[config.mk]
export PLATFORM = sky130hd
export DESIGN_NAME = xform_sched
export DESIGN_NICKNAME = d
export VERILOG_FILES = /design/src/rtl/linalg_pkg.sv /design/src/rtl/fxp_mac.sv /design/src/rtl/xform_sched.sv
export SDC_FILE = /design/constraint.sdc
export NUM_CORES = 2
export LEC_CHECK = 0
export ABC_AREA = 1
export BUFFER_PORTS_ARGS = -buffer_cell sky130_fd_sc_hd__buf_2
export CAP_MARGIN = 40
export CORE_ASPECT_RATIO = 1.4
export CORE_MARGIN = 5
export CORE_UTILIZATION = 35
export CTS_CLUSTER_SIZE = 28
export DETAILED_ROUTE_END_ITERATION = 16
export GPL_TIMING_DRIVEN = 0
export HOLD_SLACK_MARGIN = 0.15
export PLACE_DENSITY = 0.49
export SYNTH_ARGS = -nofsm -noshare
export SYNTH_HDL_FRONTEND = slang
export SYNTH_HIERARCHICAL = 1
export SYNTH_SLANG_ARGS = --single-unit
[constraint.sdc]
create_clock -name clk -period 12.3 [get_ports clk]
set_input_delay 1.845 -clock clk [delete_from_list [all_inputs] [get_ports clk]]
set_output_delay 1.845 -clock clk [all_outputs]
set_load 0.02 [all_outputs]
[src/rtl/linalg_pkg.sv]
// Shared widths, scheduler state encoding and identity-matrix helper for the
// fixed-point point-transform datapath.
package linalg_pkg;

  localparam int WII_DEF = 9;
  localparam int WIF_DEF = 16;
  localparam int WOI_DEF = 9;
  localparam int WOF_DEF = 16;

  typedef enum logic [1:0] {
    IDLE = 2'd0,
    MAC  = 2'd1,
    DONE = 2'd2
  } state_e;

  // Element (row, col) of the identity matrix with frac_w fraction bits.
  function automatic logic [63:0] ident_elem(input int row, input int col, input int frac_w);
    return (row == col) ? (64'd1 << frac_w) : 64'd0;
  endfunction

endpackage

[src/rtl/fxp_mac.sv]
// Single multiply-accumulate step: one truncating, saturating multiplier feeding
// one saturating adder with a registered accumulator.
module fxp_mac #(
  parameter int WII = 9,
  parameter int WIF = 16,
  parameter int WOI = 9,
  parameter int WOF = 16
) (
  input  logic                 clk,
  input  logic                 reset,
  input  logic                 en,
  input  logic                 clr,
  input  logic [WII+WIF-1:0]   a,
  input  logic [WII+WIF-1:0]   b,
  output logic [WOI+WOF-1:0]   sum,
  output logic                 ovf
);

  localparam int WI = WII + WIF;
  localparam int WO = WOI + WOF;
  localparam int WP = 2 * WI;
  localparam int WW = WP + WO + 2;
  localparam int PL = (WOF > 2 * WIF) ? (WOF - 2 * WIF) : 0;
  localparam int PR = (2 * WIF > WOF) ? (2 * WIF - WOF) : 0;
  localparam logic [WO-1:0] MAXV = {1'b0, {(WO-1){1'b1}}};
  localparam logic [WO-1:0] MINV = {1'b1, {(WO-1){1'b0}}};

  // Returns {overflow, value} with value clipped to the output range.
  function automatic logic [WO:0] sat_ww(input logic signed [WW-1:0] v);
    logic signed [WW-1:0] hi;
    logic                 o;
    hi = v >>> (WO - 1);
    o  = (hi != '0) && (hi != '1);
    return {o, o ? (v[WW-1] ? MINV : MAXV) : v[WO-1:0]};
  endfunction

  // Full-precision product, truncated (floor) to the output fraction width.
  function automatic logic [WO:0] fxp_mul(input logic [WI-1:0] x, input logic [WI-1:0] y);
    logic signed [WP-1:0] xe, ye, prod;
    logic signed [WW-1:0] v;
    xe   = {{WI{x[WI-1]}}, x};
    ye   = {{WI{y[WI-1]}}, y};
    prod = xe * ye;
    v    = {{(WW-WP){prod[WP-1]}}, prod};
    v    = (v <<< PL) >>> PR;
    return sat_ww(v);
  endfunction

  function automatic logic [WO:0] fxp_add(input logic [WO-1:0] x, input logic [WO-1:0] y);
    logic signed [WW-1:0] v;
    v = $signed({{(WW-WO){x[WO-1]}}, x}) + $signed({{(WW-WO){y[WO-1]}}, y});
    return sat_ww(v);
  endfunction

  logic [WO-1:0] acc_q, acc_d;
  logic [WO:0]   mul_r, add_r;

  always_comb begin
    mul_r = fxp_mul(a, b);
    add_r = fxp_add(acc_q, mul_r[WO-1:0]);
    sum   = add_r[WO-1:0];
    ovf   = mul_r[WO] | add_r[WO];
    acc_d = acc_q;
    if (clr)     acc_d = '0;
    else if (en) acc_d = sum;
  end

  always_ff @(posedge clk) begin
    if (reset) acc_q <= '0;
    else       acc_q <= acc_d;
  end

endmodule

[src/rtl/xform_sched.sv]
// Sequential 4x4 point transform Pp[i] = sum_j H[j][i]*p[j] on one shared MAC.
// Define AFFINE_SKIP_EN to pass p[3] straight through as Pp[3] (12 MAC cycles).
module xform_sched
  import linalg_pkg::*;
#(
  parameter int WII = WII_DEF,
  parameter int WIF = WIF_DEF,
  parameter int WOI = WOI_DEF,
  parameter int WOF = WOF_DEF
) (
  input  logic                     clk,
  input  logic                     reset,
  input  logic                     h_we,
  input  logic [1:0]               h_row,
  input  logic [1:0]               h_col,
  input  logic [WII+WIF-1:0]       h_data,
  input  logic                     in_valid,
  output logic                     in_ready,
  input  logic [3:0][WII+WIF-1:0]  in_p,
  output logic                     out_valid,
  input  logic                     out_ready,
  output logic [3:0][WOI+WOF-1:0]  out_Pp,
  output logic                     ovf,
  output logic                     busy
);

  localparam int WI = WII + WIF;
  localparam int WO = WOI + WOF;
`ifdef AFFINE_SKIP_EN
  localparam logic [1:0] LAST_I = 2'd2;
  localparam int WR = WI + WO + 2;
  localparam int RL = (WOF > WIF) ? (WOF - WIF) : 0;
  localparam int RR = (WIF > WOF) ? (WIF - WOF) : 0;
  localparam logic [WO-1:0] MAXV = {1'b0, {(WO-1){1'b1}}};
  localparam logic [WO-1:0] MINV = {1'b1, {(WO-1){1'b0}}};

  // Requantise an input-format value to the output format, {overflow, value}.
  function automatic logic [WO:0] resize_sat(input logic [WI-1:0] x);
    logic signed [WR-1:0] v, hi;
    logic                 o;
    v  = {{(WR-WI){x[WI-1]}}, x};
    v  = (v <<< RL) >>> RR;
    hi = v >>> (WO - 1);
    o  = (hi != '0) && (hi != '1);
    return {o, o ? (v[WR-1] ? MINV : MAXV) : v[WO-1:0]};
  endfunction
`else
  localparam logic [1:0] LAST_I = 2'd3;
`endif

  state_e              state_q, state_d;
  logic [1:0]          i_q, i_d, j_q, j_d;
  logic [WI-1:0]       h_q [4][4];
  logic [WI-1:0]       h_d [4][4];
  logic [3:0][WI-1:0]  p_q, p_d;
  logic [3:0][WO-1:0]  pp_q, pp_d;
  logic                ovf_q, ovf_d;
  logic                out_valid_q, out_valid_d;
  logic                in_ready_q, in_ready_d;
  logic                busy_q, busy_d;

  logic                accept, mac_en, mac_clr, mac_ovf;
  logic [WO-1:0]       mac_sum;
  logic [WI-1:0]       mac_a, mac_b;

  // in_ready is held low while reset is asserted even though the flop already reads IDLE.
  assign in_ready  = in_ready_q & ~reset;
  assign out_valid = out_valid_q;
  assign out_Pp    = pp_q;
  assign ovf       = ovf_q;
  assign busy      = busy_q;

  assign accept  = in_valid & in_ready;
  assign mac_a   = h_q[j_q][i_q];
  assign mac_b   = p_q[j_q];
  assign mac_en  = (state_q == MAC);
  assign mac_clr = accept | (mac_en & (j_q == 2'd3));

  fxp_mac #(
    .WII(WII), .WIF(WIF), .WOI(WOI), .WOF(WOF)
  ) u_mac (
    .clk   (clk),
    .reset (reset),
    .en    (mac_en),
    .clr   (mac_clr),
    .a     (mac_a),
    .b     (mac_b),
    .sum   (mac_sum),
    .ovf   (mac_ovf)
  );

`ifdef AFFINE_SKIP_EN
  logic [WO:0] p3_rs;
  assign p3_rs = resize_sat(p_q[3]);
`endif

  always_comb begin
    state_d     = state_q;
    i_d         = i_q;
    j_d         = j_q;
    h_d         = h_q;
    p_d         = p_q;
    pp_d        = pp_q;
    ovf_d       = ovf_q;
    out_valid_d = out_valid_q;
    in_ready_d  = in_ready_q;
    busy_d      = busy_q;
    case (state_q)
      IDLE: begin
        if (h_we) h_d[h_row][h_col] = h_data;
        if (accept) begin
          p_d        = in_p;
          ovf_d      = 1'b0;
          i_d        = 2'd0;
          j_d        = 2'd0;
          state_d    = MAC;
          in_ready_d = 1'b0;
          busy_d     = 1'b1;
        end
      end
      MAC: begin
        ovf_d = ovf_q | mac_ovf;
        j_d   = j_q + 2'd1;
        if (j_q == 2'd3) begin
          pp_d[i_q] = mac_sum;
          i_d       = i_q + 2'd1;
          if (i_q == LAST_I) begin
            i_d         = 2'd0;
            state_d     = DONE;
            out_valid_d = 1'b1;
`ifdef AFFINE_SKIP_EN
            pp_d[3] = p3_rs[WO-1:0];
            ovf_d   = ovf_q | mac_ovf | p3_rs[WO];
`endif
          end
        end
      end
      DONE: begin
        if (out_ready) begin
          state_d     = IDLE;
          out_valid_d = 1'b0;
          in_ready_d  = 1'b1;
          busy_d      = 1'b0;
        end
      end
      default: state_d = IDLE;
    endcase
  end

  always_ff @(posedge clk) begin
    p_q <= p_d;
    if (reset) begin
      state_q     <= IDLE;
      i_q         <= 2'd0;
      j_q         <= 2'd0;
      pp_q        <= '0;
      ovf_q       <= 1'b0;
      out_valid_q <= 1'b0;
      in_ready_q  <= 1'b1;
      busy_q      <= 1'b0;
      for (int r = 0; r < 4; r++)
        for (int c = 0; c < 4; c++)
          h_q[r][c] <= WI'(ident_elem(r, c, WIF));
    end else begin
      state_q     <= state_d;
      i_q         <= i_d;
      j_q         <= j_d;
      pp_q        <= pp_d;
      ovf_q       <= ovf_d;
      out_valid_q <= out_valid_d;
      in_ready_q  <= in_ready_d;
      busy_q      <= busy_d;
      h_q         <= h_d;
    end
  end

endmodule

; Word level (Yosys, flattened, before mapping)
; Cells that the tools add are included.
[word_totals]
elab_cells = 126
inputBits = 134
reg_bits = 635
[classes]
n_eq_ne = 10
magnitude_cmp = 9
bitwise = 11
n_mul = 1
addsub = 3
n_mux = 40
reduce_logical = 20
[op_table]
columns = op, count
row1 = 400-bit bitwise mux, 1
row2 = 100-bit two-way mux, 3
row3 = 25-bit two-way mux, 9
row4 = 100-bit binary-select mux with 2-bit select, 1
row5 = 100-bit demux with 2-bit select, 1
row6 = 77-bit inequality test (second input constant), 2
row7 = 77-bit nonzero test, 2
row8 = 25-bit binary-select mux with 2-bit select, 2
row9 = 100-bit bitwise mux, 1
row10 = 25-bit demux with 2-bit select, 2
row11 = 25-bit by 25-bit multiplier with 50-bit output, 1
row12 = 25-bit by 25-bit adder with 26-bit output, 1
row13 = 2-bit two-way mux, 7
row14 = 3-bit greater-or-equal comparator (second input constant), 4
row15 = 2-bit NOT with 3-bit output, 4
row16 = 1-bit one-hot mux with 2 select lines, 4
row17 = 2-bit one-hot mux with 2 select lines, 2
row18 = 2-bit AND reduction, 4
row19 = 4-bit AND reduction, 2
row20 = 2-bit == test (second input constant), 3
row21 = 2-bit by 3-bit less-than comparator with 1-bit output (second input constant), 2
row22 = 3-bit by 1-bit less-than comparator with 1-bit output (second input constant), 2
row23 = 1-bit two-way mux, 6
row24 = 2-bit one-hot mux with 3 select lines, 1
row25 = 13 further kinds, 27

; Logic depth before layout (Yosys ltp)
[depth]
word_depth = 17
mapped_depth = 62
mapped_depth_nobuf = 56

; Cells and area by module
; Netlist, hierarchy kept.
[by_module_without_submodules]
columns = mod, area_each_um2, seq_area_each_um2, cells_each, n_inst
row1 = fxp_mac, 27587.7, 500.5, 3732, 1
row2 = xform_sched, 26277.7, 13212.7, 3660, 1

; Worst setup path before layout
; No wires, ideal clock.
[synth_path]
kind = register to register
from = register j_q[0]
to = register ovf_q (netlist: ovf)
slack_ns = 2.542
arrival_time_ns = 9.627
setup_ns = 0.131
stages_incl_launch_ff = 55
required_time_ns = 12.169
cell_sequence = dfxtp_1 -> buf_2 -> inv_2 -> buf_2 -> buf_2 -> nand2_1 -> nand3_1 -> nand3_1 -> nand3_1 -> nand2_1 -> clkbuf_1 -> clkbuf_1 -> nand2_1 -> inv_1 -> fa_1 -> fa_1 -> fa_1 -> inv_1 -> [... 19 more ...] -> a21oi_1 -> ha_1 -> inv_1 -> fa_1 -> o21ai_2 -> a21oi_1 -> o21ai_2 -> nand3_1 -> nand3_1 -> nand2_1 -> nand2_1 -> inv_1 -> nand2_1 -> buf_4 -> nand2_1 -> nand3b_2 -> o21ai_0 -> a21oi_1
[synth_between]
elab_chain_cells = 17
elab_cells_between_ends = 22
[synth_lines]
columns = item, line_no
row1 = start: declaration, xform_sched.sv:52  ; logic [1:0] i_q, i_d, j_q, j_d;
row2 = start signal: assignment, xform_sched.sv:167  ; j_q <= j_d;
row3 = 2-bit NOT with 3-bit output (implied by the code) (*), xform_sched.sv:74  ; assign mac_a = h_q[j_q][i_q];
row4 = 100-bit binary-select mux with 2-bit select (*), xform_sched.sv:74
row5 = 100-bit two-way mux (implied by the code) (*) (2 in series), xform_sched.sv:74
row6 = 25-bit binary-select mux with 2-bit select (*), xform_sched.sv:74
row7 = 25-bit two-way mux (implied by the code) (*) (2 in series), xform_sched.sv:74
row8 = net mac_a[24], xform_sched.sv:64  ; logic [WI-1:0] mac_a, mac_b;
row9 = 25-bit by 25-bit multiplier with 50-bit output (*), fxp_mac.sv:43  ; prod = xe * ye;
row10 = 77-bit inequality test or 77-bit nonzero test (tied branches), fxp_mac.sv:33  ; o = (hi != '0) && (hi != '1);
row11 = 1-bit logical AND, fxp_mac.sv:33
row12 = 25-bit two-way mux, fxp_mac.sv:34  ; return {o, o ? (v[WW-1] ? MINV : MAXV) : v[WO-1:0]};
row13 = 25-bit by 25-bit adder with 26-bit output, fxp_mac.sv:51  ; v = $signed({{(WW-WO){x[WO-1]}}, x}) + $signed({{(WW-WO){y[WO-1]}}, y});
row14 = 77-bit inequality test or 77-bit nonzero test (tied branches), fxp_mac.sv:33
row15 = 1-bit logical AND, fxp_mac.sv:33
row16 = 1-bit OR (*), fxp_mac.sv:62  ; ovf = mul_r[WO] | add_r[WO];
row17 = net mac_ovf, xform_sched.sv:62  ; logic accept, mac_en, mac_clr, mac_ovf;
row18 = 1-bit OR (*), xform_sched.sv:122  ; ovf_d = ovf_q | mac_ovf;
row19 = 1-bit one-hot mux with 2 select lines (*), xform_sched.sv:108  ; case (state_q)
row20 = end signal: assignment, xform_sched.sv:169  ; ovf_q <= ovf_d;
row21 = end: declaration, xform_sched.sv:57  ; logic ovf_q, ovf_d;
; Mark *: on every way through the listed nets, which the timed path passes. The rest lies on a longest branch. The select of a mux whose other input is x is not followed.
; A chain may end at the register's enable or synchronous reset.

; Worst setup path after layout
[layout_path]
from = register j_q[0]
to = register ovf_q (netlist: ovf)
[layout_between]
elab_cells_between_ends = 22
[layout_lines]
columns = item, line_no
row1 = 25-bit binary-select mux with 2-bit select (*), xform_sched.sv:75  ; assign mac_b = p_q[j_q];
row2 = 25-bit two-way mux (implied by the code) (*), xform_sched.sv:75
row3 = net mac_b[8], xform_sched.sv:64
row4 = 25-bit by 25-bit multiplier with 50-bit output (*), fxp_mac.sv:43
row5 = 77-bit inequality test or 77-bit nonzero test (tied branches), fxp_mac.sv:33
row6 = 1-bit logical AND, fxp_mac.sv:33
row7 = 25-bit two-way mux, fxp_mac.sv:34
row8 = 25-bit by 25-bit adder with 26-bit output, fxp_mac.sv:51
row9 = 77-bit inequality test or 77-bit nonzero test (tied branches), fxp_mac.sv:33
row10 = 1-bit logical AND, fxp_mac.sv:33
row11 = 1-bit OR (*), fxp_mac.sv:62
row12 = net mac_ovf, xform_sched.sv:62
row13 = 1-bit OR (*), xform_sched.sv:122
row14 = 1-bit one-hot mux with 2 select lines (*), xform_sched.sv:108
; Marks and branches as above.

==> results.txt <==
The clock net in this run drives a total of 635 sinks. The number of hold-slack violations in the final timing report came out at 0. Sorting the synthesized cells by area gives the leading types as sky130_fd_sc_hd__fa_1, sky130_fd_sc_hd__dfxtp_1, sky130_fd_sc_hd__nand2_1.

The worst pin sits at a relative slew slack of 0.4077. The worst reg-to-reg path cell count came out at 53. The first TritonRoute pass finished after 5 iterations.

TritonCTS built the clock tree. Among the stages of the critical path, the cell type that occurs most often is sky130_fd_sc_hd__nand2_1. The depth of the CTS H-tree is 3.

The worst register-to-register path has a setup slack of 0.44 ns. The area after detailed placement is 0.05829 mm^2. The via count of the first global-routing pass is 49.08k. The post-synth net total is around 8.4k. Among all stages on the critical path, the largest delay is contributed by sky130_fd_sc_hd__fa_2.

The placeable core region came out at about 0.15 mm^2. After detailed placement, the design holds a cell count of a little under 10k. The floorplan die height came out at between 400 and 500 um. The run finished with clean final reports. The XOR/XNOR share of the synthesized area is 0.008920. The min-delay analysis places its worst path in the category reg -> reg. The remaining number of nets flagged by the antenna check after routing came out at 0. From synthesis to final layout, the design area changed by 13.38%.

Before CTS, the worst setup slack after placement is -1.052 ns. The overall routing resource usage is 0.2614. The portion of synthesized area spent on multiplexers is 0. Along the worst hold path, the cell count comes to 2. The final max-slew violation count came out at 0. The endpoint identified for the worst register-to-register timing path is ovf. The number of different library cells in the post-synthesis netlist came out at 49.

The ratio of routed vias to standard cells is 4.839. The average size of a mapped cell is 7.287 um^2. The insertion delay of the later-clocked pin in the worst-skew pair is 0.71 ns. The largest buffer count on any clock path is 3. The summed instance area of the synthesized netlist is 0.05387 mm^2. TritonCTS created 72 clock buffers.

The setup-violating endpoint count in the final report came out at 0. The cell type group with the largest total delay on the critical path is adder cells. The critical path contains buffers and inverters numbering 16 combined. Buffers placed on the I/O ports in this run total 237. The worst setup path is launched from a flip-flop. Of the total synthesized cell area, the portion taken by AND, OR, NAND and NOR gates is 0.2293.

By area, the combinational part of the netlist is dominated by adder cells. For this design the top-level I/O count stands at 238. The cell taking the most area after synthesis is sky130_fd_sc_hd__fa_1. The worst-path maximum fanout came out at 10. Setup slack closes at between 0.4 and 0.5 ns. For this run, the register share of the synthesized area comes to 0.2546.

The number of antenna violations at the first check in global routing came to 7. For the pin with the worst max-slew slack, the measured transition is 0.8884 ns. The first global-routing pass estimated 314.0 mm of wire.

The worst path arrival time is 12.36 ns. The startpoint identified for the worst register-to-register timing path is j_q[0]. The count of flip-flops with a built-in enable after synthesis is 100. In the synthesized netlist the dominant register cell turns out to be sky130_fd_sc_hd__dfxtp_1. The critical path's largest stage delay is 0.63 ns. Of the total synthesized cell area, the portion taken by full adders, half adders and majority gates is 0.2836.

The floorplan step set the die width to 341.6 um. Clock-pin slew was measured on the worst setup and hold paths at around 0.070 ns. Between clock sinks in the finished design, the worst skew comes to 0.05460 ns. The tree is rooted in a sky130_fd_sc_hd__clkbuf_16. The overall overflow remaining after global route is 0.

The worst path in the final design needs a cycle of 11.86 ns, including I/O delays and setup. The number of nets in the layout came out at between 8k and 9k. The estimated wirelength of the detail-placed design came out at 178.5 mm. The highest clock rate is between 80 and 90 MHz.

By count the netlist is led by sky130_fd_sc_hd__nand2_1, sky130_fd_sc_hd__inv_1, sky130_fd_sc_hd__nor2_1. The most common cell in the synthesized netlist is sky130_fd_sc_hd__nand2_1. The global placement routability congestion came out at 0.9693. The required time reported for the critical path endpoint is 12.81 ns. The number of DRC violations after detailed routing came out at 0. The Yosys step of the flow raised 6 warnings.

The worst setup path endpoint is ovf. The count of standard-cell rows is 170. The fill cell total of the finished layout is 16.34k. The setup path with the least slack is of type reg -> reg.

The average wire length per cell after detail routing came out at 21.69 um. The number of buffers inserted by hold repair at cts came out at 0. Max-cap violations in this run came to 0. The die area came out at 0.1620 mm^2.

The portion of synthesized cell area occupied by the leading cell type came out at 0.2445. The share of post-route cells with drive strength above 1 came out at 0.1037. The count of routing violations after the opening detailed-route iteration came out at 3,019.

The non-filler instance count after layout is 9,784. The complex-gate fraction of the synthesized area is 0.08281. The total wirelength of the detailed-routed design came out at 212.2 mm.

The most critical setup path has its startpoint at j_q[0]. The finished layout cell area came out at 0.06107 mm^2. The share of async-settable or async-resettable flops after synthesis came out at 0. Dividing the final minimum period by the clock period gives 0.9640.

The endpoint type of the worst setup path is a flip-flop. The number of vias in the routed layout is 47.34k. The final-layout setup total negative slack came out at 0 ns. The post-synthesis cell count is 7,392. The number of register bits inferred by synthesis came out at 635. Entering global routing, the biggest net connects 32 pins.

For this configuration, the core starts out at a cell density of 0.3517. The depth of the critical timing path with buffers and inverters included is 53.
## cell usage in the layout, fill, tap and decap left out, types with 8 or more instances in the layout
cell type | Yosys | routed
sky130_fd_sc_hd__nand2_1 | 1651 | 1625
sky130_fd_sc_hd__inv_1 | 1487 | 1484
sky130_fd_sc_hd__nor2_1 | 867 | 863
sky130_fd_sc_hd__fa_1 | 658 | 645
sky130_fd_sc_hd__dfxtp_1 | 535 | 534
sky130_fd_sc_hd__o21ai_0 | 481 | 481
sky130_fd_sc_hd__nand3_1 | 439 | 438
sky130_fd_sc_hd__buf_2 | 71 | 303
sky130_fd_sc_hd__a21oi_1 | 277 | 275
sky130_fd_sc_hd__clkbuf_1 | 339 | 224
sky130_fd_sc_hd__ha_1 | 168 | 161
sky130_fd_sc_hd__edfxtp_1 | 100 | 100
sky130_fd_sc_hd__clkbuf_2 | 0 | 85
sky130_fd_sc_hd__clkbuf_16 | 0 | 72
sky130_fd_sc_hd__nand2_2 | 21 | 40
sky130_fd_sc_hd__buf_6 | 5 | 35
sky130_fd_sc_hd__inv_2 | 32 | 32
sky130_fd_sc_hd__buf_4 | 14 | 31
sky130_fd_sc_hd__xor2_1 | 31 | 31
sky130_fd_sc_hd__clkbuf_4 | 0 | 24
sky130_fd_sc_hd__buf_8 | 1 | 24
sky130_fd_sc_hd__a21oi_2 | 22 | 24
sky130_fd_sc_hd__nand4_1 | 22 | 22
sky130_fd_sc_hd__xnor2_1 | 22 | 22
sky130_fd_sc_hd__o22ai_1 | 25 | 20
sky130_fd_sc_hd__nor2_2 | 18 | 20
sky130_fd_sc_hd__o21ai_1 | 17 | 17
sky130_fd_sc_hd__clkbuf_8 | 0 | 15
sky130_fd_sc_hd__o21bai_1 | 14 | 14
sky130_fd_sc_hd__fa_2 | 0 | 13
sky130_fd_sc_hd__clkinv_2 | 0 | 12
sky130_fd_sc_hd__or2_2 | 11 | 11
sky130_fd_sc_hd__nand2_4 | 1 | 8
## how the worst min path moves through the flow
stage / startpoint / end / slack, ns
4_1_cts: h_q[216] / h_q[216] / 0.45
3_3_place_gp: h_q[37] / h_q[37] / 0.44
6_report: h_q[216] / h_q[216] / 0.45
3_5_place_dp: h_q[216] / h_q[216] / 0.44
5_1_grt: h_q[6] / h_q[6] / 0.46
2_1_floorplan: h_q[16] / h_q[16] / 0.43
## logic make-up (layout without fill, tap and decap cells)
logic type | count (synthesis) | count (layout)
compound gates | 852 | 852
xor+xnor | 54 | 54
fa+ha+maj | 826 | 826
buf+inv | 1966 | 2375
flops | 635 | 635
other cells | 0 | 5
simple gates | 3059 | 3059
## worst min-delay path, cell delays in order (launching register included)
cell	delay [ns]
sky130_fd_sc_hd__dfxtp_1	0.29
sky130_fd_sc_hd__inv_1	0.06
sky130_fd_sc_hd__a21oi_1	0.05
## through the flow
step	hold WS, ns	utilization
after global placement	0.4384	0.3756
after detailed placement	0.4434	0.3806
after global routing	0.4629	0.3987
final	0.4519	0.3988
after CTS	0.4523	0.3964
after floorplan	0.4289	-
## state kept, by name (all words and copies together), names as in the netlist
register,count
h_q,400
out_Pp,100
p_q,100
u_mac/acc_q,25
i_q,2
j_q,2
state_q,2
busy,1
in_ready_q,1
out_valid,1
ovf,1
## area by class of cell
type	instances	area [um^2]	area share
clock inverter	28	251.5	0.004118
timing repair buffer	305	2032	0.03327
sequential	635	13710	0.2246
multi-input combinational	4791	32800	0.5370
antenna	5	12.51	0.0002049
clock buffer	101	2061	0.03374
tap	1978	2475	0.04052
buffer	417	1992	0.03261
inverter	1524	5737	0.09393
## repair_timing
item                                    CTS  global route
pin swaps                                 0             6
cloned                                    0             0
resized for setup                        99           173
endpoints found under the setup margin  126           121
buffers inserted                          2            10
## metal layers
| layer | GRT usage | part of all wire | vias to the layer above | routed length [um] |
|---|---|---|---|---|
| met1 | 0.2788 | 0.36 | 22747 | 76420 |
| met3 | 0.03468 | 0.047 | 484 | 9928 |
| li1 | - | - | 22769 | - |
| met4 | 0.1581 | 0.075 | 2 | 15980 |
| met5 | 0 | 0.000061 | - | 13 |
| met2 | 0.4881 | 0.52 | 1339 | 109900 |
Power is left out: the tool's default activity adds up to more than one toggle a clock period on the data nets, which glitch-free logic cannot reach.
